<file path="src/rtl/mem_pkg.sv">
// Shared state encoding, size codes and requester ids for the RAM access controller.
package mem_pkg;

  typedef enum logic [1:0] {
    IDLE   = 2'd0,
    ACCESS = 2'd1,
    RDWAIT = 2'd2,
    ACK    = 2'd3
  } state_e;

  localparam logic [1:0] SIZE_BYTE = 2'd1;
  localparam logic [1:0] SIZE_WORD = 2'd2;

  typedef enum logic {
    REQ_IF  = 1'b0,
    REQ_MEM = 1'b1
  } req_id_e;

  localparam int MEM_BYTES_DFLT = 2048;

  // Only an explicit word request stays a word; 0, 1 and 3 all mean a single byte.
  function automatic logic [1:0] norm_size(input logic [1:0] size);
    return (size == SIZE_WORD) ? SIZE_WORD : SIZE_BYTE;
  endfunction

endpackage

</file>
<file path="src/rtl/mem_arb.sv">
// Fixed-priority pick between fetch and load/store: data port always wins, zero latency.
// Pure combinational; the loser simply keeps its request up until a later idle cycle.
module mem_arb
  import mem_pkg::*;
(
  input  logic    if_req_i,
  input  logic    mem_req_i,
  output logic    gnt_o,
  output req_id_e gnt_id_o
);

  always_comb begin
    gnt_o    = if_req_i | mem_req_i;
    gnt_id_o = mem_req_i ? REQ_MEM : REQ_IF;
  end

endmodule

</file>
<file path="src/rtl/mem_ctrl.sv">
// RAM access controller for fetch + load/store ports; ack 2 cycles after grant for stores, 3 for reads.
// Requesters hold req until ack. MEM_CTRL_BOUNDARY_CHECK_EN adds the address range check and O_fault.
module mem_ctrl
  import mem_pkg::*;
#(
  parameter int ADDR_W    = 16,
  parameter int DATA_W    = 16,
  parameter int MEM_BYTES = MEM_BYTES_DFLT
) (
  input  logic              I_clk,
  input  logic              I_reset_n,
  input  logic              I_if_req,
  input  logic [ADDR_W-1:0] I_if_addr,
  output logic              O_if_ack,
  output logic [DATA_W-1:0] O_if_data,
  input  logic              I_mem_req,
  input  logic              I_mem_write,
  input  logic [1:0]        I_mem_size,
  input  logic [ADDR_W-1:0] I_mem_addr,
  input  logic [DATA_W-1:0] I_mem_data,
  output logic              O_mem_ack,
  output logic [DATA_W-1:0] O_mem_data,
  output logic              O_ram_enable,
  output logic              O_ram_write,
  output logic [1:0]        O_ram_size,
  output logic [ADDR_W-1:0] O_ram_addr,
  output logic [DATA_W-1:0] O_ram_data,
  input  logic [DATA_W-1:0] I_ram_data,
  output logic              O_busy
`ifdef MEM_CTRL_BOUNDARY_CHECK_EN
  ,
  output logic              O_fault
`endif
);

  typedef struct packed {
    logic              write;
    logic [1:0]        size;
    logic [ADDR_W-1:0] addr;
    logic [DATA_W-1:0] data;
  } ram_cmd_t;

  state_e            state_q, state_d;
  req_id_e           gnt_id_q, gnt_id_d;
  ram_cmd_t          cmd_q, cmd_d;
  logic              oob_q, oob_d;
  logic              ram_en_q, ram_en_d;
  logic              if_ack_q, if_ack_d;
  logic              mem_ack_q, mem_ack_d;
  logic [DATA_W-1:0] if_dat_q, if_dat_d;
  logic [DATA_W-1:0] mem_dat_q, mem_dat_d;
  logic              busy_q, busy_d;

  logic              arb_gnt;
  req_id_e           arb_id;
  ram_cmd_t          req_cmd;
  logic              req_oob;
  logic [DATA_W-1:0] rd_word;

  mem_arb u_arb (
    .if_req_i  (I_if_req),
    .mem_req_i (I_mem_req),
    .gnt_o     (arb_gnt),
    .gnt_id_o  (arb_id)
  );

  // Fields of whichever requester the arbiter picked, already in RAM command form.
  always_comb begin
    req_cmd = '0;
    if (arb_id == REQ_MEM) begin
      req_cmd.write = I_mem_write;
      req_cmd.size  = norm_size(I_mem_size);
      req_cmd.addr  = I_mem_addr;
      req_cmd.data  = I_mem_data;
    end else begin
      req_cmd.write = 1'b0;
      req_cmd.size  = SIZE_WORD;
      req_cmd.addr  = I_if_addr;
      req_cmd.data  = '0;
    end
  end

`ifdef MEM_CTRL_BOUNDARY_CHECK_EN
  localparam logic [ADDR_W:0] MEM_LIMIT = (ADDR_W+1)'(MEM_BYTES);

  logic [ADDR_W:0] last_byte;
  logic            fault_q, fault_d;

  // A word store touches addr+1 as well; reads at MEM_BYTES-1 are allowed and see 0 above the top.
  always_comb begin
    last_byte = {1'b0, req_cmd.addr};
    if (req_cmd.write && (req_cmd.size == SIZE_WORD)) begin
      last_byte = {1'b0, req_cmd.addr} + (ADDR_W+1)'(1);
    end
    req_oob = (last_byte >= MEM_LIMIT);
  end

  always_ff @(posedge I_clk or negedge I_reset_n) begin
    if (!I_reset_n) begin
      fault_q <= 1'b0;
    end else begin
      fault_q <= fault_d;
    end
  end

  assign fault_d = oob_q & (if_ack_d | mem_ack_d);
  assign O_fault = fault_q;
`else
  assign req_oob = 1'b0;

  // The RAM wraps addresses itself, so MEM_BYTES has no effect here beyond sanity.
  if (MEM_BYTES <= 0) begin : g_no_mem_bytes
  end
`endif

  always_comb begin
    rd_word = oob_q ? '0 : I_ram_data;
    if (cmd_q.size != SIZE_WORD) begin
      rd_word = oob_q ? '0 : DATA_W'(I_ram_data[7:0]);
    end
  end

  always_comb begin
    state_d   = state_q;
    gnt_id_d  = gnt_id_q;
    cmd_d     = cmd_q;
    oob_d     = oob_q;
    ram_en_d  = 1'b0;
    if_ack_d  = 1'b0;
    mem_ack_d = 1'b0;
    if_dat_d  = if_dat_q;
    mem_dat_d = mem_dat_q;
    case (state_q)
      IDLE: begin
        if (arb_gnt) begin
          state_d  = ACCESS;
          gnt_id_d = arb_id;
          cmd_d    = req_cmd;
          oob_d    = req_oob;
          ram_en_d = !req_oob;
        end
      end
      ACCESS: begin
        if (cmd_q.write) begin
          state_d = ACK;
          if (gnt_id_q == REQ_MEM) mem_ack_d = 1'b1;
          else                     if_ack_d  = 1'b1;
        end else begin
          state_d = RDWAIT;
        end
      end
      RDWAIT: begin
        state_d = ACK;
        if (gnt_id_q == REQ_MEM) begin
          mem_ack_d = 1'b1;
          mem_dat_d = rd_word;
        end else begin
          if_ack_d = 1'b1;
          if_dat_d = rd_word;
        end
      end
      ACK: begin
        state_d = IDLE;
      end
      default: begin
        state_d = IDLE;
      end
    endcase
    busy_d = (state_d != IDLE);
  end

  always_ff @(posedge I_clk or negedge I_reset_n) begin
    if (!I_reset_n) begin
      state_q   <= IDLE;
      gnt_id_q  <= REQ_IF;
      cmd_q     <= '0;
      oob_q     <= 1'b0;
      ram_en_q  <= 1'b0;
      if_ack_q  <= 1'b0;
      mem_ack_q <= 1'b0;
      if_dat_q  <= '0;
      mem_dat_q <= '0;
      busy_q    <= 1'b0;
    end else begin
      state_q   <= state_d;
      gnt_id_q  <= gnt_id_d;
      cmd_q     <= cmd_d;
      oob_q     <= oob_d;
      ram_en_q  <= ram_en_d;
      if_ack_q  <= if_ack_d;
      mem_ack_q <= mem_ack_d;
      if_dat_q  <= if_dat_d;
      mem_dat_q <= mem_dat_d;
      busy_q    <= busy_d;
    end
  end

  assign O_ram_enable = ram_en_q;
  assign O_ram_write  = cmd_q.write;
  assign O_ram_size   = cmd_q.size;
  assign O_ram_addr   = cmd_q.addr;
  assign O_ram_data   = cmd_q.data;
  assign O_if_ack     = if_ack_q;
  assign O_if_data    = if_dat_q;
  assign O_mem_ack    = mem_ack_q;
  assign O_mem_data   = mem_dat_q;
  assign O_busy       = busy_q;

endmodule

</file>
<file path="config.mk">
export PLATFORM = sky130hd
export DESIGN_NAME = mem_ctrl
export DESIGN_NICKNAME = d
export VERILOG_FILES = /design/src/rtl/mem_pkg.sv /design/src/rtl/mem_arb.sv /design/src/rtl/mem_ctrl.sv
export SDC_FILE = /design/constraint.sdc
export NUM_CORES = 1
export LEC_CHECK = 0
export CORE_AREA = 4 4 97 99
export CTS_CLUSTER_SIZE = 28
export DETAILED_ROUTE_END_ITERATION = 12
export DIE_AREA = 0 0 101 103
export PLACE_DENSITY = 0.76
export SYNTH_ARGS = -nofsm -noshare
export SYNTH_HDL_FRONTEND = slang
export SYNTH_HIERARCHICAL = 1
export SYNTH_SLANG_ARGS = --single-unit
</file>
<file path="constraint.sdc">
create_clock -name I_clk -period 1.84 [get_ports I_clk]
set_clock_uncertainty 0.2 [all_clocks]
set_input_delay 0.368 -clock I_clk [delete_from_list [all_inputs] [get_ports I_clk]]
set_output_delay 0.368 -clock I_clk [all_outputs]
set_load 0.02 [all_outputs]
</file>
After elaboration in Yosys (flattened, before gate mapping)
Cells that the tools add are included.
{ "classes": {"reduce_logical": 5, "mux": 15, "bitwise": 2, "eq_ne": 5} }
{ "ops": {"columns": ["operator", "n"], "rows": [
  ["two-way mux 35 bit", 1],
  ["two-way mux 16 bit", 1],
  ["two-way mux 1 bit", 8],
  ["one-hot mux 2 bit (4 select lines)", 1],
  ["equality test 2 bit (second input constant)", 3],
  ["AND reduction 2 bit", 3],
  ["two-way mux 2 bit", 2],
  ["one-hot mux 1 bit (2 select lines)", 2],
  ["equality test 2 x 1 -> 1 bit (second input constant)", 1],
  ["logical NOT 2 bit", 1],
  ["inequality test 2 bit (second input constant)", 1],
  ["nonzero test 2 bit", 1],
  ["NOT 1 bit", 1],
  ["bitwise OR 1 bit", 1]
]} }
{ "word_totals": {"out_inout_bits": 71, "ff_bits": 74, "word_cells": 39} }

Logic depth before layout (Yosys ltp)
Gate-level depths: netlist (run 1).
{ "depth": {"word_depth": 4, "depth_mapped": 7} }

Cells and area by module
The synthesis (run 1) kept the hierarchy.
{ "modules_own_cells": {"columns": ["module", "cells_each", "seq_area_each_um2", "area_per_inst_um2", "instances"], "rows": [
  ["mem_ctrl", 260, 1851.8, 3176.8, 1],
  ["mem_arb", 2, 0.0, 13.8, 1]
]} }

Least setup slack after synthesis (run 1)
No wires, ideal clock.
{ "synth_timing": {"path_kind": "register to register", "start": "reg state_q[0]", "end": "reg if_dat_q[5] (netlist: O_if_data[5])", "n_path_buf": 2, "synth_period_minus_slack_ns": 1.721, "setup_time_ns": 0.125, "slack_ns": 0.119, "stages_incl_launch_ff": 7, "arrival_time_ns": 1.396, "cell_sequence": "dfrtp_1 > inv_1 > ha_1 > nor2b_1 > buf_6 > buf_8 > mux2_2"} }
{ "synth_between": {"elab_chain_len": 2} }
{ "synth_rtl": {"columns": ["element", "line_no", "text"], "rows": [
  ["from (decl)", "mem_ctrl.sv:43", "state_e state_q, state_d;"],
  ["from (signal assigned)", "mem_ctrl.sv:185", "state_q <= state_d;"],
  ["equality test 2 bit", "mem_ctrl.sv:133", "case (state_q)"],
  ["AND reduction 2 bit (no source line)", null, null],
  ["to (signal assigned)", "mem_ctrl.sv:192", "if_dat_q <= if_dat_d;"],
  ["to (decl)", "mem_ctrl.sv:50", "logic [DATA_W-1:0] if_dat_q, if_dat_d;"]
]} }
Every way passes these cells.
A chain may end at the register's enable or synchronous reset.

Final worst setup path (run 1)
{ "layout_timing": {"start": "reg state_q[0]", "end": "reg if_dat_q[12] (netlist: O_if_data[12])"} }
The elaborated chain is that of the path after synthesis.

==> metrics.csv, run 1 <==
metric,value,unit
start_util,37.3,%
die-area,10400,sq um
nFillCells,732,
cp_cell_sequence,"inv_1, ha_1, nor2b_2, buf_12, mux2_2",
postCtsSetupBuffers,0,
diodes,0,
clkPwrFrac,16.8,%
dp_hpwl,6170,um
grt_pass1_vias,2851,
drt_wl_total,8400,um
fmax,573,MHz
power_frac_seq,34.8,%
ys_seq_elements,74,
via_count,2627,
cp-startpoint,state_q[0],
end_kind,register,
syn_to_final_growth,54.0,%
gp_congestion,0.774,
hp-class,reg2reg,
slowest_delay,0.40,ns
setup_ws,0.0948,ns
crit_cells,5,
min_from,O_mem_data[7],
root_buffer,clkbuf_8,
grtUsageTotal,16.3,%
numCtsBuffers,9,
max-slew-margin-rel,69.9,%
cp_top_family,flip-flops,
clk_latency,0.33,ns
crit_required,1.85,ns
stdcell_area,4910,sq um
clk_path_buf_depth,2,
htreeDepth,3,
drv_slew,0,
synth_cells,262,
avgSynthCellArea,12.2,sq um
p_leak,2.32,nW
power_frac_comb,48.4,%
drt-initial-drc-count,95,
fin_nets,487,
drcViolationCount,0,
internal_power,0.00491,W
synthDominantCellAreaShare,58.0,%
setup_violations,0,
port_buffers,141,
cts_sinks,74,
status,finished clean,
crit_slowest_cell,dfrtp_1,
critPathMaxFanout,16,
rows,34,
yosysTopAreaCell,dfrtp_1,
path_clk_slew,0.07,ns
grt_start_max_net_pins,75,
chipWidth,101,um
fin_hold_ws,0.300,ns
ant_nets,0,
antenna_found_initial,0,
r2r_start,state_q[0],
netSwitchingFraction,39.4,%
drive_above_1_share,16.6,%
period_needed,1.75,ns
total_power,0.00811,W
dpl_cell_area,4770,sq um
cts_tree,done,
rsz0062_at_grt,no,
synth.net_count,338,
worst_hold_path.num_cells,1,
wl_per_cell,16.1,um
max_cap_viol_count,0,
p_sw,0.00320,W
ir_drop,730,uV
pre_cts_ws,-0.0993,ns
die_y,103,um
path_buf_inv,2,
cp-start-kind,register,
worstPathArrival,1.76,ns
grt_pass1_wl,13200,um
r2r_cells,5,
critical_path_class,reg2reg,
grt_overflow,0,
hold_viol,0,
worst_pin_slew,0.452,ns
ioPinCount,142,
yosys_warnings,6,
drtPass1Iterations,4,
synth_cell_types,30,
synthTopCellsByArea,"dfrtp_1 58%, mux2_2 12%, a21oi_1 5.5%, mux2i_1 5.0%, nand4_1 3.3%",
seq_area_frac_synth,58.0,%
coreArea,8550,sq um
synth_area,3190,sq um
period_share,94.8,%
power.density,1650,nW/um^2
viasPerCell,5.02,
## layout by cell type (no fill, tap or decap), types with 2 or more instances in the layout
master	netlist	routed
a21oi_1	35	35
and3b_1	8	8
buf_12	0	4
buf_4	3	13
bufinv_16	0	2
clkbuf_8	0	10
clkdlybuf4s50_1	0	68
clkinv_2	0	2
dfrtp_1	74	74
dlygate4sd2_1	0	71
ha_1	5	5
inv_1	20	20
mux2_2	33	33
mux2i_1	16	16
nand4_1	17	17
nor2_1	2	2
o21ai_0	18	18
## state kept, by name, summed over array words and instances (netlist names)
signal and count:
gnt_id_q 1, state_q 2, O_ram_enable 1, O_ram_data 16
O_ram_addr 16, O_ram_write 1, O_mem_data 16, O_ram_size 2
O_if_ack 1, O_busy 1, O_mem_ack 1, O_if_data 16
## repair_timing
item,in CTS,in global routing
resized for setup,71,1
endpoints found under the setup margin,71,12
endpoints found under the hold margin,74,0
hold buffers,1,0
## path summary, 6_finish.rpt
path,end,slack (ns)
worst max register to register,O_if_data[12],0.09
max in group asynchronous,O_if_data[12],0.74
worst min register to register,O_mem_data[7],0.30
worst max-delay path,O_if_data[12],0.09
worst min-delay path,O_mem_data[7],0.30
min in group asynchronous,O_ram_addr[4],0.36
## layout make-up
cell class                      count  area [sq um]  area share [%]
Multi-Input combinational cell    148          1140            23.2
Sequential cell                    74          1850            37.7
Inverter                           20          75.1            1.53
Clock inverter                      5          78.8            1.60
Tap cell                          108           135            2.75
Timing Repair Buffer              158          1500            30.4
Clock buffer                       10           138            2.80
## layer usage
metal / global-route usage [%] / share of wire, %
met1: 19.4 / 42
met2: 27.2 / 46
met3: 5.82 / 11
met4: 6.44 / 1.2
met5: 0 / 0
## kinds of logic (layout without fill, tap and decap cells)
logic type                 count (synthesis)  after routing  synth area share, %
DFF                                       74             74                 58.0
AOI/OAI and AO/OA                         58             58                 9.53
muxes                                     49             49                 16.7
buffers and inverters                     40            193                 6.31
and+or+nand+nor                           36             36                 7.49
adders and majority gates                  5              5                 1.96
## metrics by stage
| stage | utilization, % | setup TNS [ns] | cells |
|---|---|---|---|
| 3_3_place_gp | 55.8 | -0.667 | 507 |
| 5_1_grt | 57.5 | 0 | 523 |
| 2_1_floorplan | - | 0 | 262 |
| 4_1_cts | 57.4 | 0 | 523 |
| 3_5_place_dp | 55.8 | -1.21 | 507 |
| 6_report | 57.5 | 0 | 523 |
## power by group through the flow
stage | clock network [W] | logic, W | registers, W
global placement | 0 | 0.00437 | 0.00286
global route | 0.00146 | 0.00425 | 0.00293
CTS | 0.00140 | 0.00397 | 0.00283
finish | 0.00136 | 0.00392 | 0.00282
floorplan | 0 | 0.00139 | 0.00373
detailed placement | 0 | 0.00448 | 0.00288
## cells in the mapped netlist (all sizes together)
cell,n
a211oi,1
nor3,1
a31oi,1
a21boi,1
inv,20
or2,1
a21oi,35
dfrtp,74
mux2,33
clkbuf,7
nor2b,1
nand2b,1
ha,5
o221ai,1
o21ai,18
nor3b,1
nand3b,1
and2,1
and3b,8
nor2,2
buf,13
nand2,2
a31o,1
mux2i,16
nand4,17
No activity file was read; power rests on OpenSTA's default activity.
==> run 2, diff against run 1 <==
Settings changed: CORE_AREA 4 4 97 99 to 4 4 124 79, DIE_AREA 0 0 101 103 to 0 0 128 83, PLACE_DENSITY 0.76 to 0.75, SYNTH_HIERARCHICAL 1 to unset.
==> metrics.csv, run 2 <==
metric,value,unit
dp_hpwl,6020,um
hold_viol,0,
setup_ws,0.0301,ns
path_clk_slew,0.06,ns
syn_to_final_growth,59.4,%
power_frac_comb,47.3,%
p_leak,2.46,nW
end_kind,primary output,
critPathMaxFanout,1,
fin_hold_ws,0.274,ns
power.density,1700,nW/um^2
synth.cells.most_frequent,"74 x dfrtp_1, 50 x mux2_2, 20 x inv_1, 17 x nand3_1, 17 x o21ai_0",
stdcell_count,514,
wl_per_cell,15.5,um
grt_pass1_wl,13400,um
drive_above_1_share,25.9,%
final_common_cell,dfrtp_1,
r2r_start,state_q[0],
diodes,0,
max_cap_viol_count,0,
ioPinCount,142,
wl_met2,3730,um
synth_cell_types,29,
pre_cts_ws,-0.0271,ns
coreArea,8780,sq um
yosys_warnings,0,
avgSynthCellArea,13.6,sq um
crit_slowest_cell,clkdlybuf4s50_1,
clk_latency,0.32,ns
status,finished clean,
chipWidth,128,um
yosysTopAreaCell,dfrtp_1,
fin_nets,469,
synthDominantCellAreaShare,57.8,%
grt_start_max_net_pins,39,
rows,27,
critical_path_class,reg2out,
setup_violations,0,
antenna_found_initial,0,
wl_met1,3590,um
die_y,83,um
cts_tree,done,
seq_area_frac_synth,57.8,%
htreeDepth,3,
rsz0062_at_grt,no,
period_share,98.4,%
wl_met3,577,um
synthArstFlopShare,100,%
slowest_delay,0.60,ns
drt-initial-drc-count,48,
numCtsBuffers,9,
p_sw,0.00321,W
viasPerCell,4.59,
yosysMostFrequentCell,dfrtp_1,
synthFlopType,dfrtp_1,
netSwitchingFraction,36.9,%
drv_slew,0,
path_buf_inv,1,
cp-startpoint,O_busy,
crit_required,1.27,ns
drcViolationCount,0,
hp-class,in2async,
via_count,2357,
worst_pin_slew,0.364,ns
fin_tns_setup,0,ns
cp-start-kind,register,
synth_edf_count,0,
synth_cells,235,
gp_congestion,0.775,
cp_cell_sequence,clkdlybuf4s50_1,
period_needed,1.81,ns
clkPwrFrac,20.2,%
utilization,58.1,%
worstPathArrival,1.24,ns
port_buffers,141,
fmax,553,MHz
drt_wl_total,7980,um
ir_drop,781,uV
drtPass1Iterations,4,
cp_top_family,buffers and inverters,
final_cell_mix,"74 x dfrtp_1, 69 x clkdlybuf4s50_1, 68 x dlygate4sd2_1",
clk_path_buf_depth,2,
synthTopCellsByArea,"dfrtp_1 58%, mux2_2 18%, mux2_4 6.6%, nand3_1 2.7%, o21ai_0 2.7%",
power_frac_seq,32.5,%
root_buffer,clkbuf_16,
synth.net_count,311,
nFillCells,785,
synth_area,3200,sq um
max-slew-margin-rel,75.4,%
dp.cells,497,
cts_sinks,74,
multi_input_area,1190,sq um
grt_overflow,0,
ant_nets,0,
regArea,1850,sq um
ys_seq_elements,74,
grtUsageTotal,15.6,%
grt_pass1_vias,2530,
start_util,36.5,%
internal_power,0.00548,W
highest_layer,met4,
die-area,10600,sq um
[run 2: metal layers]
layer | vias up | global-route usage [%]
li1 | 1124 | -
met1 | 1148 | 21.3
met2 | 76 | 23.4
met3 | 9 | 5.66
met4 | 0 | 4.62
met5 | - | 0
[run 2: logic make-up (layout without fill, tap and decap cells)]
| family | after synthesis | in the layout | synth area share (%) |
|---|---|---|---|
| AND/OR/NAND/NOR | 34 | 34 | 6.40 |
| multiplexers | 64 | 64 | 24.1 |
| adder cells (fa/ha/maj) | 5 | 5 | 1.95 |
| flip-flops | 74 | 74 | 57.8 |
| buffers and inverters | 33 | 196 | 5.15 |
| AO/OA/AOI/OAI | 25 | 25 | 4.57 |
[run 2: final timing paths]
| path | end | slack [ns] | cells after the start |
|---|---|---|---|
| max | O_busy | 0.03 | 1 |
| min | O_if_data[12] | 0.27 | 2 |
| max reg2reg | O_if_data[12] | 0.09 | 5 |
| min reg2reg | O_mem_data[2] | 0.30 | 1 |
| max in group asynchronous | O_ram_addr[4] | 0.65 | 3 |
| min in group I_clk | O_mem_data[2] | 0.30 | 1 |
[run 2: metrics by stage]
step	area (sq um)	power, W
after CTS	5100	0.00881
after detailed placement	4870	0.00754
after floorplan	3200	0.00523
after global placement	4870	0.00742
after global routing	5110	0.00922
final	5110	0.00869
[run 2: cell type report]
type	instances	share of cell area [%]
Multi-Input combinational cell	128	23.3
Clock inverter	6	1.27
Timing Repair Buffer	159	30.1
Clock buffer	10	4.68
Sequential cell	74	36.3
Tap cell	116	2.84
Inverter	21	1.54
[run 2: timing repair]
item / 4_1_cts / 5_1_grt
hold buffers: 1 / 0
buffers inserted: 0 / 0
setup endpoints to repair: 68 / 18
gates cloned: 0 / 0
gates resized for setup: 68 / 3
hold endpoints to repair: 20 / 0
[run 2: power groups by stage]
stage / sequential, W / clock, W / combinational, W
floorplan: 0.00375 / 0 / 0.00148
global placement: 0.00285 / 0 / 0.00457
detailed placement: 0.00286 / 0 / 0.00467
CTS: 0.00283 / 0.00180 / 0.00418
global route: 0.00292 / 0.00187 / 0.00443
finish: 0.00282 / 0.00176 / 0.00411
